### config.mk
export PLATFORM = sky130hd
export DESIGN_NAME = gen_logic
export DESIGN_NICKNAME = d
export VERILOG_FILES = /design/src/rtl/gen_logic.sv
export SDC_FILE = /design/constraint.sdc
export NUM_CORES = 1
export LEC_CHECK = 0
export CAP_MARGIN = 20
export CELL_PAD_IN_SITES_DETAIL_PLACEMENT = 0
export CELL_PAD_IN_SITES_GLOBAL_PLACEMENT = 2
export CORE_ASPECT_RATIO = 1.25
export CORE_MARGIN = 3
export CORE_UTILIZATION = 29
export CTS_CLUSTER_SIZE = 25
export DETAILED_ROUTE_END_ITERATION = 8
export PLACE_DENSITY = 0.73
export REMOVE_ABC_BUFFERS = 1
export SLEW_MARGIN = 10
export SYNTH_ARGS = -nofsm -noshare
export SYNTH_HDL_FRONTEND = slang
export SYNTH_SLANG_ARGS = --single-unit
### constraint.sdc
create_clock -name clk -period 2.3 [get_ports clk]
set_clock_uncertainty 0.15 [all_clocks]
set_input_delay 0.46 -clock clk [delete_from_list [all_inputs] [get_ports clk]]
set_output_delay 0.46 -clock clk [all_outputs]
set_load 0.01 [all_outputs]
### src/rtl/gen_logic.sv
// rtl/gen_logic.sv - burst word generator with optional idle gap before each offer
// Emits a counting payload on a valid/ready handshake; the data counter persists across bursts.
module gen_logic #(
    parameter int DW    = 32,
    parameter int DELAY = 0
) (
    input  logic          clk,
    input  logic          rst_n,
    input  logic          start,
    input  logic [15:0]   burst_len,
    output logic          down_valid,
    output logic [DW-1:0] down_data,
    input  logic          down_ready,
    output logic          busy,
    output logic          done,
    output logic [15:0]   sent_cnt
);

    localparam int GW = (DELAY > 1) ? $clog2(DELAY) : 1;
    localparam logic [GW-1:0] GAP_LOAD = GW'((DELAY > 0) ? (DELAY - 1) : 0);

    localparam logic [1:0] S_IDLE = 2'd0;
    localparam logic [1:0] S_GAP  = 2'd1;
    localparam logic [1:0] S_SEND = 2'd2;
    localparam logic [1:0] S_DONE = 2'd3;

    logic [1:0]    state, state_nx;
    logic [15:0]   remaining, remaining_nx;
    logic [GW-1:0] gap_cnt, gap_nx;
    logic          valid_nx;
    logic [DW-1:0] data_nx;
    logic          done_nx;
    logic          busy_nx;
    logic [15:0]   sent_nx;
    logic          xfer;

    assign xfer = down_valid && down_ready;

    always_comb begin
        state_nx     = state;
        remaining_nx = remaining;
        gap_nx       = gap_cnt;
        valid_nx     = down_valid;
        data_nx      = down_data;
        done_nx      = 1'b0;
        sent_nx      = sent_cnt;

        case (state)
            S_IDLE: begin
                valid_nx = 1'b0;
                if (start) begin
                    sent_nx = 16'd0;
                    if (burst_len == 16'd0) begin
                        state_nx = S_DONE;
                        done_nx  = 1'b1;
                    end else begin
                        remaining_nx = burst_len;
                        if (DELAY > 0) begin
                            state_nx = S_GAP;
                            gap_nx   = GAP_LOAD;
                        end else begin
                            state_nx = S_SEND;
                            valid_nx = 1'b1;
                        end
                    end
                end
            end

            S_GAP: begin
                // The gap counter is loaded with DELAY-1 so the offer lands after exactly DELAY idle cycles
                if (gap_cnt == '0) begin
                    state_nx = S_SEND;
                    valid_nx = 1'b1;
                end else begin
                    gap_nx = gap_cnt - GW'(1);
                end
            end

            S_SEND: begin
                if (xfer) begin
                    remaining_nx = remaining - 16'd1;
                    sent_nx      = sent_cnt + 16'd1;
                    data_nx      = down_data + DW'(1);
                    if (remaining == 16'd1) begin
                        state_nx = S_DONE;
                        valid_nx = 1'b0;
                        done_nx  = 1'b1;
                    end else if (DELAY > 0) begin
                        state_nx = S_GAP;
                        gap_nx   = GAP_LOAD;
                        valid_nx = 1'b0;
                    end
                end
            end

            S_DONE: begin
                state_nx = S_IDLE;
                valid_nx = 1'b0;
            end

            default: begin
                state_nx = S_IDLE;
                valid_nx = 1'b0;
            end
        endcase

        busy_nx = (state_nx != S_IDLE);
    end

    always_ff @(posedge clk or negedge rst_n) begin
        if (!rst_n) begin
            state      <= S_IDLE;
            remaining  <= 16'd0;
            gap_cnt    <= '0;
            down_valid <= 1'b0;
            down_data  <= '0;
            busy       <= 1'b0;
            done       <= 1'b0;
            sent_cnt   <= 16'd0;
        end else begin
            state      <= state_nx;
            remaining  <= remaining_nx;
            gap_cnt    <= gap_nx;
            down_valid <= valid_nx;
            down_data  <= data_nx;
            busy       <= busy_nx;
            done       <= done_nx;
            sent_cnt   <= sent_nx;
        end
    end

endmodule
==> results.json <==
{
  "slew_viol_final": 0,
  "async_flop_share": 1.00,
  "power_switching_uw": 617,
  "power_density_nw_per_um2": 518,
  "yosysWarnings": 0,
  "power_frac_seq": 0.426,
  "clkPwrFrac": 0.541,
  "grt_pass1_wl_mm": 17.7,
  "fin_nets": 547,
  "cts_tree": "built",
  "dpl.hpwl_mm": 7.79,
  "hp-class": "in -> async",
  "irDropWorstVdd_uv": 358,
  "synth_seq_cells": 69,
  "firstDrtPassIters": 4,
  "hold_viol": 0,
  "die_h_um": 131,
  "cp-end-kind": "flop",
  "fin_area_um2": 5500,
  "clock_path_buffers": 2,
  "critPathKind": "reg -> reg",
  "yosysSeqAreaShare": 0.474,
  "fmax_mhz": 420,
  "synth_ff_type": "dfrtp_1",
  "vias": 3453,
  "detail-route-antenna-nets": 0,
  "combPwrFrac": 0.033,
  "grt_max_degree": 70,
  "grt_pass1_vias": 3556,
  "finalWirelength_mm": 10.6,
  "io_buffers": 70,
  "synth_enable_flop_cells": 0,
  "grt_usage": 0.158,
  "netlist_instances": 375,
  "fp.coreArea_um2": 12200,
  "avgViaCountPerCell": 5.01,
  "post-route-min-period_ns": 2.38,
  "synth_area_um2": 3640,
  "fillers": 1199,
  "required_ns": 2.37,
  "wl_per_cell_um": 15.4,
  "multiInputGateArea_um2": 1920,
  "start_kind": "flop",
  "clkLatencyLatePin_ns": 0.33,
  "numCtsBuffers": 9,
  "violations": "negative setup slack",
  "grt.overflow.total": 0,
  "p_int_uw": 2230,
  "place_area_um2": 5010,
  "rows": 45,
  "drc": 0,
  "period_share": 1.04,
  "path_max_fanout": 3,
  "yosys.cell_types.count": 56,
  "pin_count": 71,
  "die_x_um": 106,
  "cts.sinks": 69,
  "slew_headroom": 0.746,
  "syn_to_final_growth_pct": 51.2,
  "finalSetupViolCount": 1,
  "status": "complete, but fails checks",
  "drive_gt1_frac": 0.234,
  "tns_ns": -0.0808,
  "switching_share": 0.217,
  "antenna_found_initial": 0,
  "clockRootBuffer": "clkbuf_16",
  "cap_violations": 0,
  "tightest_slew_ns": 0.377,
  "antennaDiodeCount": 0,
  "seqCellArea_um2": 1730,
  "avgSynthCellArea_um2": 9.71,
  "leakagePower_uw": 0.00244,
  "rsz0062_at_grt": "true",
  "initial_core_util": 0.298,
  "path_clk_slew_ns": 0.06,
  "cts-htree-levels": 3,
  "layout_setup_ws_ns": -0.0808,
  "cp.arrival_ns": 2.45,
  "dieArea_um2": 13900,
  "first_iter_violations": 141,
  "routabilityCongestion": 0.908
}
cell families (layout without fill, tap and decap cells):
| logic type | Yosys count | in the layout | synth area share |
|---|---|---|---|
| AND/OR/NAND/NOR | 180 | 180 | 0.255 |
| flip-flops | 69 | 69 | 0.474 |
| AO/OA/AOI/OAI | 51 | 51 | 0.103 |
| XOR/XNOR | 45 | 45 | 0.108 |
| buffers and inverters | 21 | 171 | 0.0299 |
| adder cells (fa/ha/maj) | 7 | 7 | 0.0241 |
| multiplexers | 2 | 2 | 0.00550 |
cell usage in the layout, fill, tap and decap left out, drive strengths merged, types with 7 or more instances in the layout:
| cell type | Yosys | layout |
|---|---|---|
| clkbuf | 7 | 9 |
| clkdlybuf4s50 | 0 | 69 |
| a21oi | 9 | 9 |
| nand2 | 33 | 33 |
| buf | 4 | 76 |
| nand4 | 16 | 16 |
| nand3 | 31 | 31 |
| inv | 10 | 14 |
| nor2 | 45 | 45 |
| nor3 | 12 | 12 |
| xor2 | 21 | 21 |
| o22ai | 9 | 9 |
| ha | 7 | 7 |
| and3 | 8 | 8 |
| nor4 | 9 | 9 |
| dfrtp | 69 | 69 |
| xnor2 | 24 | 24 |
power groups by stage:
stage	Sequential (uW)	Clock [uW]	Combinational, uW
detailed placement	1240	0	94.8
global placement	1240	0	94.2
global route	1210	1650	105
CTS	1210	1590	95.8
finish	1210	1540	94.7
floorplan	1240	0	2.88
layout make-up:
type,count,area share
clock buffers,9,0.0409
flip-flops and latches,69,0.314
repair buffers,145,0.234
clock inverters,7,0.0191
inverters,10,0.00682
well taps,164,0.0373
multi-input cells,285,0.348
routing by layer:
metal	up-vias	part of all wire	global-route usage
met5	-	0	0
met4	0	0.029	0.0677
met3	21	0.043	0.0373
met2	76	0.51	0.274
met1	1697	0.42	0.183
li1	1659	-	-
state kept, by name, indices dropped and copies added, names as in the netlist:
| signal | flops |
|---|---|
| state | 2 |
| remaining | 16 |
| down_valid | 1 |
| sent_cnt | 16 |
| down_data | 32 |
| busy | 1 |
| done | 1 |
repair_timing:
item | in CTS | in global routing
buffers inserted | 0 | 6
hold buffers | 0 | 0
pin swaps | 1 | 2
hold endpoints to repair | 0 | 0
endpoints found under the setup margin | 9 | 24
resized for setup | 5 | 17
Yosys cell counts (all sizes together) (4+ instances only):
cell     n  area [um^2]
dfrtp   69         1730
nor2    45          169
nand2   33          126
nand3   31          155
xnor2   24          210
xor2    21          184
nand4   16          100
nor3    12         60.1
inv     10         37.5
a21oi    9         48.8
nor4     9         56.3
o22ai    9         56.3
and3     8         50.1
clkbuf   7         26.3
ha       7         87.6
and4     6         53.8
o21ai    6         30.0
or3      5         37.5
buf      4         45.0
stage by stage:
stage               setup slack [ns]  hold WS [ns]  utilization  power, uW  instances
global placement              -0.393         0.311        0.410       1330        667
detailed placement            -0.419         0.316        0.410       1330        667
finish                       -0.0808       0.00236        0.450       2850        689
floorplan                     -0.870        0.0144            -       1240        364
global route                  -0.119        0.0401        0.450       2970        689
CTS                          -0.0865        0.0226        0.439       2900        683
worst paths after layout:
kind	cells past startpoint	startpoint	slack (ns)	end
max reg2reg	5	remaining[1]	-0.08	remaining[11]
min	2	rst_n	0.002	down_data[18]
min in group clk	1	down_data[31]	0.31	down_data[31]
min reg2reg	1	down_data[31]	0.31	down_data[31]
max in group asynchronous	2	rst_n	1.69	sent_cnt[14]
max	5	remaining[1]	-0.08	remaining[11]
critical path, stage by stage, from the launching register on:
cell and delay [ns]:
dfrtp_1 0.38, or4_4 0.55, or3_4 0.37, or3_4 0.34, a32o_1 0.26, a211o_1 0.22
No activity file was read; power rests on OpenSTA's default activity.
